File: src/rtl/rv_fetch_if.sv
// Fetch-stage bus bundle: instruction-memory port plus the decode and execute
// side signals. master = fetch unit, slave = memory/pipeline environment.
interface rv_fetch_if;
    logic [31:0] im_addr_o;
    logic        im_rd_o;
    logic [31:0] im_data_i;
    logic        im_valid_i;
    logic        f_stall_i;
    logic        f_kill_i;
    logic        x_bra_i;
    logic [31:0] x_bra_target_i;
    logic [31:0] f_ir_o;
    logic [31:0] f_pc_o;
    logic        f_valid_o;

    modport master (
        output im_addr_o, im_rd_o, f_ir_o, f_pc_o, f_valid_o,
        input  im_data_i, im_valid_i, f_stall_i, f_kill_i, x_bra_i, x_bra_target_i
    );

    modport slave (
        input  im_addr_o, im_rd_o, f_ir_o, f_pc_o, f_valid_o,
        output im_data_i, im_valid_i, f_stall_i, f_kill_i, x_bra_i, x_bra_target_i
    );
endinterface

File: src/rtl/rv_fetch.sv
// uRV instruction fetch: PC, single outstanding memory read, one skid entry
// so a word arriving under a decode stall is never lost.
module rv_fetch #(
    parameter logic [31:0] g_reset_vector = 32'h0000_0000
) (
    input  logic        clk_i,
    input  logic        rst_i,
    rv_fetch_if.master  bus
);

    typedef enum logic [1:0] {
        S_IDLE,
        S_WAIT,
        S_DROP
    } state_t;

    state_t      r_state;
    state_t      w_state_nxt;

    logic [31:0] r_pc;
    logic [31:0] r_req_pc;
    logic        r_f_valid;
    logic [31:0] r_f_ir;
    logic [31:0] r_f_pc;
    logic        r_skid_valid;
    logic [31:0] r_skid_ir;
    logic [31:0] r_skid_pc;

    logic        w_accept;
    logic        w_fill;
    logic        w_rd;
    logic [31:0] w_target;

    assign w_target = {bus.x_bra_target_i[31:2], 2'b00};

    // A response is only used if it belongs to a live request and no flush
    // arrives with it; issue stalls whenever the word would land in the skid.
    always_comb begin
        w_accept = bus.im_valid_i && (r_state == S_WAIT) && !bus.x_bra_i && !bus.f_kill_i;
        w_fill   = w_accept && bus.f_stall_i;
        w_rd     = !rst_i && !bus.x_bra_i && !r_skid_valid &&
                   ((r_state == S_IDLE) || bus.im_valid_i) && !w_fill;
    end

    always_comb begin
        w_state_nxt = r_state;
        case (r_state)
            S_IDLE: begin
                if (w_rd) w_state_nxt = S_WAIT;
            end
            S_WAIT, S_DROP: begin
                if (bus.im_valid_i)
                    w_state_nxt = w_rd ? S_WAIT : S_IDLE;
                else if ((r_state == S_WAIT) && bus.x_bra_i)
                    w_state_nxt = S_DROP;
            end
            default: w_state_nxt = S_IDLE;
        endcase
    end

    always_ff @(posedge clk_i) begin
        if (rst_i)
            r_state <= ((r_state != S_IDLE) && !bus.im_valid_i) ? S_DROP : S_IDLE;
        else
            r_state <= w_state_nxt;
    end

    always_ff @(posedge clk_i) begin
        if (rst_i) begin
            r_pc         <= g_reset_vector;
            r_req_pc     <= '0;
            r_f_valid    <= 1'b0;
            r_f_ir       <= '0;
            r_f_pc       <= '0;
            r_skid_valid <= 1'b0;
            r_skid_ir    <= '0;
            r_skid_pc    <= '0;
        end else begin
            if (w_rd) begin
                r_pc     <= r_pc + 32'd4;
                r_req_pc <= r_pc;
            end
            if (bus.x_bra_i) begin
                r_pc         <= w_target;
                r_f_valid    <= 1'b0;
                r_skid_valid <= 1'b0;
            end else if (bus.f_kill_i) begin
                r_f_valid    <= 1'b0;
                r_skid_valid <= 1'b0;
            end else if (bus.f_stall_i) begin
                if (w_accept) begin
                    r_skid_valid <= 1'b1;
                    r_skid_ir    <= bus.im_data_i;
                    r_skid_pc    <= r_req_pc;
                end
            end else if (r_skid_valid) begin
                r_f_ir       <= r_skid_ir;
                r_f_pc       <= r_skid_pc;
                r_f_valid    <= 1'b1;
                r_skid_valid <= 1'b0;
            end else if (w_accept) begin
                r_f_ir    <= bus.im_data_i;
                r_f_pc    <= r_req_pc;
                r_f_valid <= 1'b1;
            end else begin
                r_f_valid <= 1'b0;
            end
        end
    end

    assign bus.im_addr_o = r_pc;
    assign bus.im_rd_o   = w_rd;
    assign bus.f_ir_o    = r_f_ir;
    assign bus.f_pc_o    = r_f_pc;
    assign bus.f_valid_o = r_f_valid;

endmodule

File: src/flat_wrapper.sv
// flat-port wrapper written by rule: the top's interface ports become plain ports
module rv_fetch_flat 
#(
    parameter logic [31:0] g_reset_vector = 32'h0000_0000
)
  (clk_i, rst_i, bus_im_addr_o, bus_im_rd_o, bus_f_ir_o, bus_f_pc_o, bus_f_valid_o, bus_im_data_i, bus_im_valid_i, bus_f_stall_i, bus_f_kill_i, bus_x_bra_i, bus_x_bra_target_i);
  rv_fetch_if bus_i ();
  input  logic clk_i;
  input  logic rst_i;
  output wire logic [$bits(bus_i.im_addr_o)-1:0] bus_im_addr_o;
  output wire logic [$bits(bus_i.im_rd_o)-1:0] bus_im_rd_o;
  output wire logic [$bits(bus_i.f_ir_o)-1:0] bus_f_ir_o;
  output wire logic [$bits(bus_i.f_pc_o)-1:0] bus_f_pc_o;
  output wire logic [$bits(bus_i.f_valid_o)-1:0] bus_f_valid_o;
  input wire logic [$bits(bus_i.im_data_i)-1:0] bus_im_data_i;
  input wire logic [$bits(bus_i.im_valid_i)-1:0] bus_im_valid_i;
  input wire logic [$bits(bus_i.f_stall_i)-1:0] bus_f_stall_i;
  input wire logic [$bits(bus_i.f_kill_i)-1:0] bus_f_kill_i;
  input wire logic [$bits(bus_i.x_bra_i)-1:0] bus_x_bra_i;
  input wire logic [$bits(bus_i.x_bra_target_i)-1:0] bus_x_bra_target_i;
  assign bus_im_addr_o = bus_i.im_addr_o;
  assign bus_im_rd_o = bus_i.im_rd_o;
  assign bus_f_ir_o = bus_i.f_ir_o;
  assign bus_f_pc_o = bus_i.f_pc_o;
  assign bus_f_valid_o = bus_i.f_valid_o;
  assign bus_i.im_data_i = bus_im_data_i;
  assign bus_i.im_valid_i = bus_im_valid_i;
  assign bus_i.f_stall_i = bus_f_stall_i;
  assign bus_i.f_kill_i = bus_f_kill_i;
  assign bus_i.x_bra_i = bus_x_bra_i;
  assign bus_i.x_bra_target_i = bus_x_bra_target_i;
  rv_fetch #(.g_reset_vector(g_reset_vector)) u_core (.clk_i(clk_i), .rst_i(rst_i), .bus(bus_i));
endmodule
File: config.mk
export PLATFORM = sky130hd
export DESIGN_NAME = rv_fetch_flat
export DESIGN_NICKNAME = d
export VERILOG_FILES = /design/src/rtl/rv_fetch_if.sv /design/src/rtl/rv_fetch.sv /design/src/flat_wrapper.sv
export SDC_FILE = /design/constraint.sdc
export NUM_CORES = 1
export LEC_CHECK = 0
export CAP_MARGIN = 40
export CORE_ASPECT_RATIO = 1.25
export CORE_MARGIN = 2
export CORE_UTILIZATION = 48
export CTS_BUF_LIST = sky130_fd_sc_hd__clkbuf_4 sky130_fd_sc_hd__clkbuf_8
export CTS_CLUSTER_DIAMETER = 40
export DETAILED_ROUTE_END_ITERATION = 8
export PLACE_DENSITY_LB_ADDON = 0.1
export SETUP_SLACK_MARGIN = 0.02
export SLEW_MARGIN = 10
export SYNTH_ARGS = -nofsm -noshare
export SYNTH_HDL_FRONTEND = slang
export SYNTH_SLANG_ARGS = --single-unit
File: constraint.sdc
create_clock -name clk_i -period 2.05 [get_ports clk_i]
set_input_delay 0.41 -clock clk_i [delete_from_list [all_inputs] [get_ports clk_i]]
set_output_delay 0.41 -clock clk_i [all_outputs]
set_load 0.02 [all_outputs]
==> qor.csv <==
stage;metric;value;unit
global_route;antenna_found_initial;0;
power_and_ir_drop;clkPwrFrac;0.291;
sta;fin_ws;-30.8;ps
sta;post-route-period-util;1.02;
power_and_ir_drop;swShare;0.282;
floorplan;initial_core_util;0.486;
min_path;min_path_type;primary input to register;
placed_design;place_congestion;0.856;
critical_path;cp_slowest_stage_delay;440;ps
global_route;first_global_vias;6363;
floorplan;die-area;17300;um^2
finish;diodes;0;
critical_path;reg2reg_to;u_core.bus.im_addr_o[27];
critical_path;worstSetupEndpoint;bus_im_rd_o;
run_status;violations;setup timing;
sta;rsz0062_at_grt;true;
run_status;outcome;complete, but fails checks;
critical_path;crit_slowest_cell;edfxtp_1;
synth;synth_seq_cells;188;
synth;synth_top_cell_area_share;0.476;
critical_path;crit_chain;inv_2 > ha_4 > o221a_4 > nand2_4 > inv_2 > buf_6;
drt;antenna_left;0;
sta;relSlewSlack;0.601;
floorplan;io_pins;168;
job;drv_cap;0;
finish;drive_gt1_frac;0.124;
synth;yosysWarnings;0;
placed_design;dpl_cell_area;10100;um^2
global_route;grt_pass1_wl;31.5;mm
power_and_ir_drop;seqPwrFrac;0.513;
synth;ys_async_sr_fraction;0;
clock_tree;cts_root_buffer;clkbuf_8;
synth;synth_area_leaders;dfxtp_1 (48%), nand2_1 (10%), mux2i_1 (8.1%);
critical_path;crit_buf_inv;3;
drt;wl_per_cell;14.7;um
clock_tree;htreeDepth;4;
sta;final.setup.tns;-30.8;ps
critical_path;start_kind;register;
placed_design;hpwl;12.9;mm
global_route;gr-usage-met2;0.369;
global_route;grtUsageMet1;0.292;
critical_path;critPathRequiredTime;1640;ps
drt;drc;0;
sta;fin_crit;2080;ps
clock_tree;cts_tree;built;
floorplan;die_h;147;um
clock_tree;hold_buffers;0;
sta;final-max-slew-violation-count;0;
drt;drt_pass1_iterations;5;
drt;drt_iter0_drc;395;
finish;synthToLayoutAreaGrowth;36.6;%
global_route;grt.met3_usage;0.0465;
clock_tree;numCtsBuffers;17;
critical_path;arrival;1670;ps
power_and_ir_drop;p_int;5.52;mW
synth;synthFlopType;dfxtp_1;
power_and_ir_drop;combPwrFrac;0.195;
critical_path;critical_path_peak_fanout;3;
critical_path;reg2reg_setup_slack;50;ps
critical_path;worst_path_dominant_cell_family;flip-flops;
synth;ys_types;46;
critical_path;cp.depth;6;
drt;via_count;6897;
critical_path;r2r_start;u_core.r_state[0];
global_route;grt_busiest_layer;met2;
sta;fin_worst_skew;12.4;ps
sta;whs;405;ps
sta;tightest_slew;598;ps
synth;synth-edff-count;2;
min_path;hold_depth;3;
global_route;track_usage;0.222;
synth;netlist_instances;920;
global_route;grt.overflow.total;0;
drt;routed_wl;19.6;mm
power_and_ir_drop;powerDensity;719;nW/um^2
finish;nets;1184;
sta;fmax;481;MHz
synth;synth_common_cells;nand2_1 (213), dfxtp_1 (186), a21oi_1 (97), nor2_1 (89), a211oi_1 (77);
critical_path;timing_worst_setup_path_type;register to output port;
floorplan;dieWidth;118;um
clock_tree;insertion_delay;450;ps
synth;synth.avg_cell_area;8.49;um^2
synth;yosysSeqAreaShare;0.484;
clock_tree;cts_sinks;188;
sta;finalHoldViolCount;0;
floorplan;placeableCoreArea;16100;um^2
critical_path;end_kind;output port;
critical_path;startpoint;u_core.r_state[0];
placed_design;io_buffers;161;
critical_path;rr_worst_depth;7;
clock_tree;clkTransAtPathRegs;100;ps
synth;yosysMostFrequentCell;nand2_1;
power_and_ir_drop;net-switching-power;2.16;mW
finish;design_area;10700;um^2
floorplan;std_cell_rows;52;
sta;final-setup-viol-count;1;
drt;vias_per_cell;5.16;
global_route;grt_max_degree;130;
synth;synth.largest_area_cell;dfxtp_1;
finish;nFillCells;1390;
synth;syn_area;7810;um^2
power_and_ir_drop;cellLeakagePower;3.70;nW
critical_path;crit_path_frequent_cell;inv_2;
clock_tree;cts.path.max_buffers;2;
power_and_ir_drop;vdd_ir_drop_max;0.000418;V
==> kinds of logic (layout without fill, tap and decap cells) <==
logic type                 after synthesis  count (layout)  share of synthesized area
buffers and inverters                   77             274                     0.0400
adders and majority gates                5               5                    0.00801
other                                    1               4                   0.000480
xor gates and xnor gates                20              20                     0.0224
AOI/OAI and AO/OA                      198             198                      0.159
and+or+nand+nor                        368             368                      0.205
DFF                                    188             188                      0.484
muxes                                   63              63                     0.0807
==> layout make-up <==
| cell class | instances | area [um^2] | share of cell area |
|---|---|---|---|
| multi-input combinational | 658 | 3850 | 0.361 |
| clock buffer | 18 | 248 | 0.0232 |
| timing repair buffer | 238 | 2400 | 0.225 |
| tap | 216 | 270 | 0.0253 |
| clock inverter | 12 | 100 | 0.00938 |
| inverter | 6 | 22.5 | 0.00211 |
| sequential | 188 | 3790 | 0.355 |
==> worst reg2reg max path: stages (launching register included) <==
cell      delay, ps
edfxtp_1        470
ha_4            210
nand2_4          60
o221a_4         210
buf_6           220
nand4_2         170
or3_1           360
a311oi_2        230
==> cell usage in the layout, fill, tap and decap left out, types with 4 or more instances in the layout <==
cell	count
o21ai_0	8
dlymetal6s2s_1	10
buf_4	59
nor2_1	88
mux2i_1	63
or4_1	4
a211oi_1	72
clkinv_2	5
a32oi_1	4
buf_6	7
inv_2	4
nand4_1	12
conb_1	4
dlygate4sd2_1	9
clkinvlp_4	4
dfxtp_1	185
nand3_1	20
a21oi_1	96
nand2_1	211
buf_12	11
clkdlybuf4s50_1	140
a211oi_2	5
xor2_1	18
clkbuf_8	18
and3_1	5
==> registers in the layout, summed over array words and instances, names as in the netlist <==
signal and flops:
u_core.bus.f_valid_o 1, u_core.bus.f_ir_o 32, u_core.r_skid_valid 1, u_core.r_state 2, u_core.r_req_pc 30, u_core.r_skid_pc 30, u_core.bus.f_pc_o 30, u_core.bus.im_addr_o 30
u_core.r_skid_ir 32
==> repair_timing <==
item                                   4_1_cts  5_1_grt
setup endpoints to repair                   11       75
pin swaps                                    4        3
setup buffers                                2        7
gates resized for setup                     27       24
gates cloned                                 0        3
endpoints found under the hold margin        0        0
==> how the worst min path moves through the flow <==
stage / from / end / slack [ps]
6_report: rst_i / u_core.bus.im_addr_o[27] / 400
5_1_grt: rst_i / u_core.bus.im_addr_o[27] / 410
4_1_cts: rst_i / u_core.bus.im_addr_o[27] / 380
3_5_place_dp: u_core.r_skid_ir[25] / u_core.r_skid_ir[25] / 450
3_3_place_gp: u_core.r_skid_ir[13] / u_core.r_skid_ir[13] / 440
2_1_floorplan: u_core.r_skid_ir[0] / u_core.r_skid_ir[0] / 440
==> per-stage QoR <==
| step | instances | util | setup WS (ps) | total power [mW] |
|---|---|---|---|---|
| 6_report | 1336 | 0.664 | -30.8 | 7.68 |
| 5_1_grt | 1336 | 0.664 | -108 | 8.05 |
| 4_1_cts | 1327 | 0.652 | -40.8 | 7.67 |
| 3_5_place_dp | 1295 | 0.627 | -563 | 5.38 |
| 3_3_place_gp | 1295 | 0.627 | -558 | 5.36 |
| 2_1_floorplan | 923 | - | 20.2 | 4.71 |
==> metal layers <==
| layer | part of all wire | vias up |
|---|---|---|
| li1 | - | 3557 |
| met2 | 0.49 | 165 |
| met4 | 0.010 | 0 |
| met5 | 0 | - |
| met1 | 0.46 | 3157 |
| met3 | 0.042 | 18 |
==> power by group through the flow <==
stage | Sequential [mW] | Clock (mW) | Combinational (mW)
floorplan | 4.13 | 0 | 0.583
global placement | 4.01 | 0 | 1.35
detailed placement | 4.02 | 0 | 1.36
CTS | 3.94 | 2.29 | 1.44
global route | 3.96 | 2.46 | 1.63
finish | 3.94 | 2.24 | 1.50
Power figures use the tool's default switching activity.
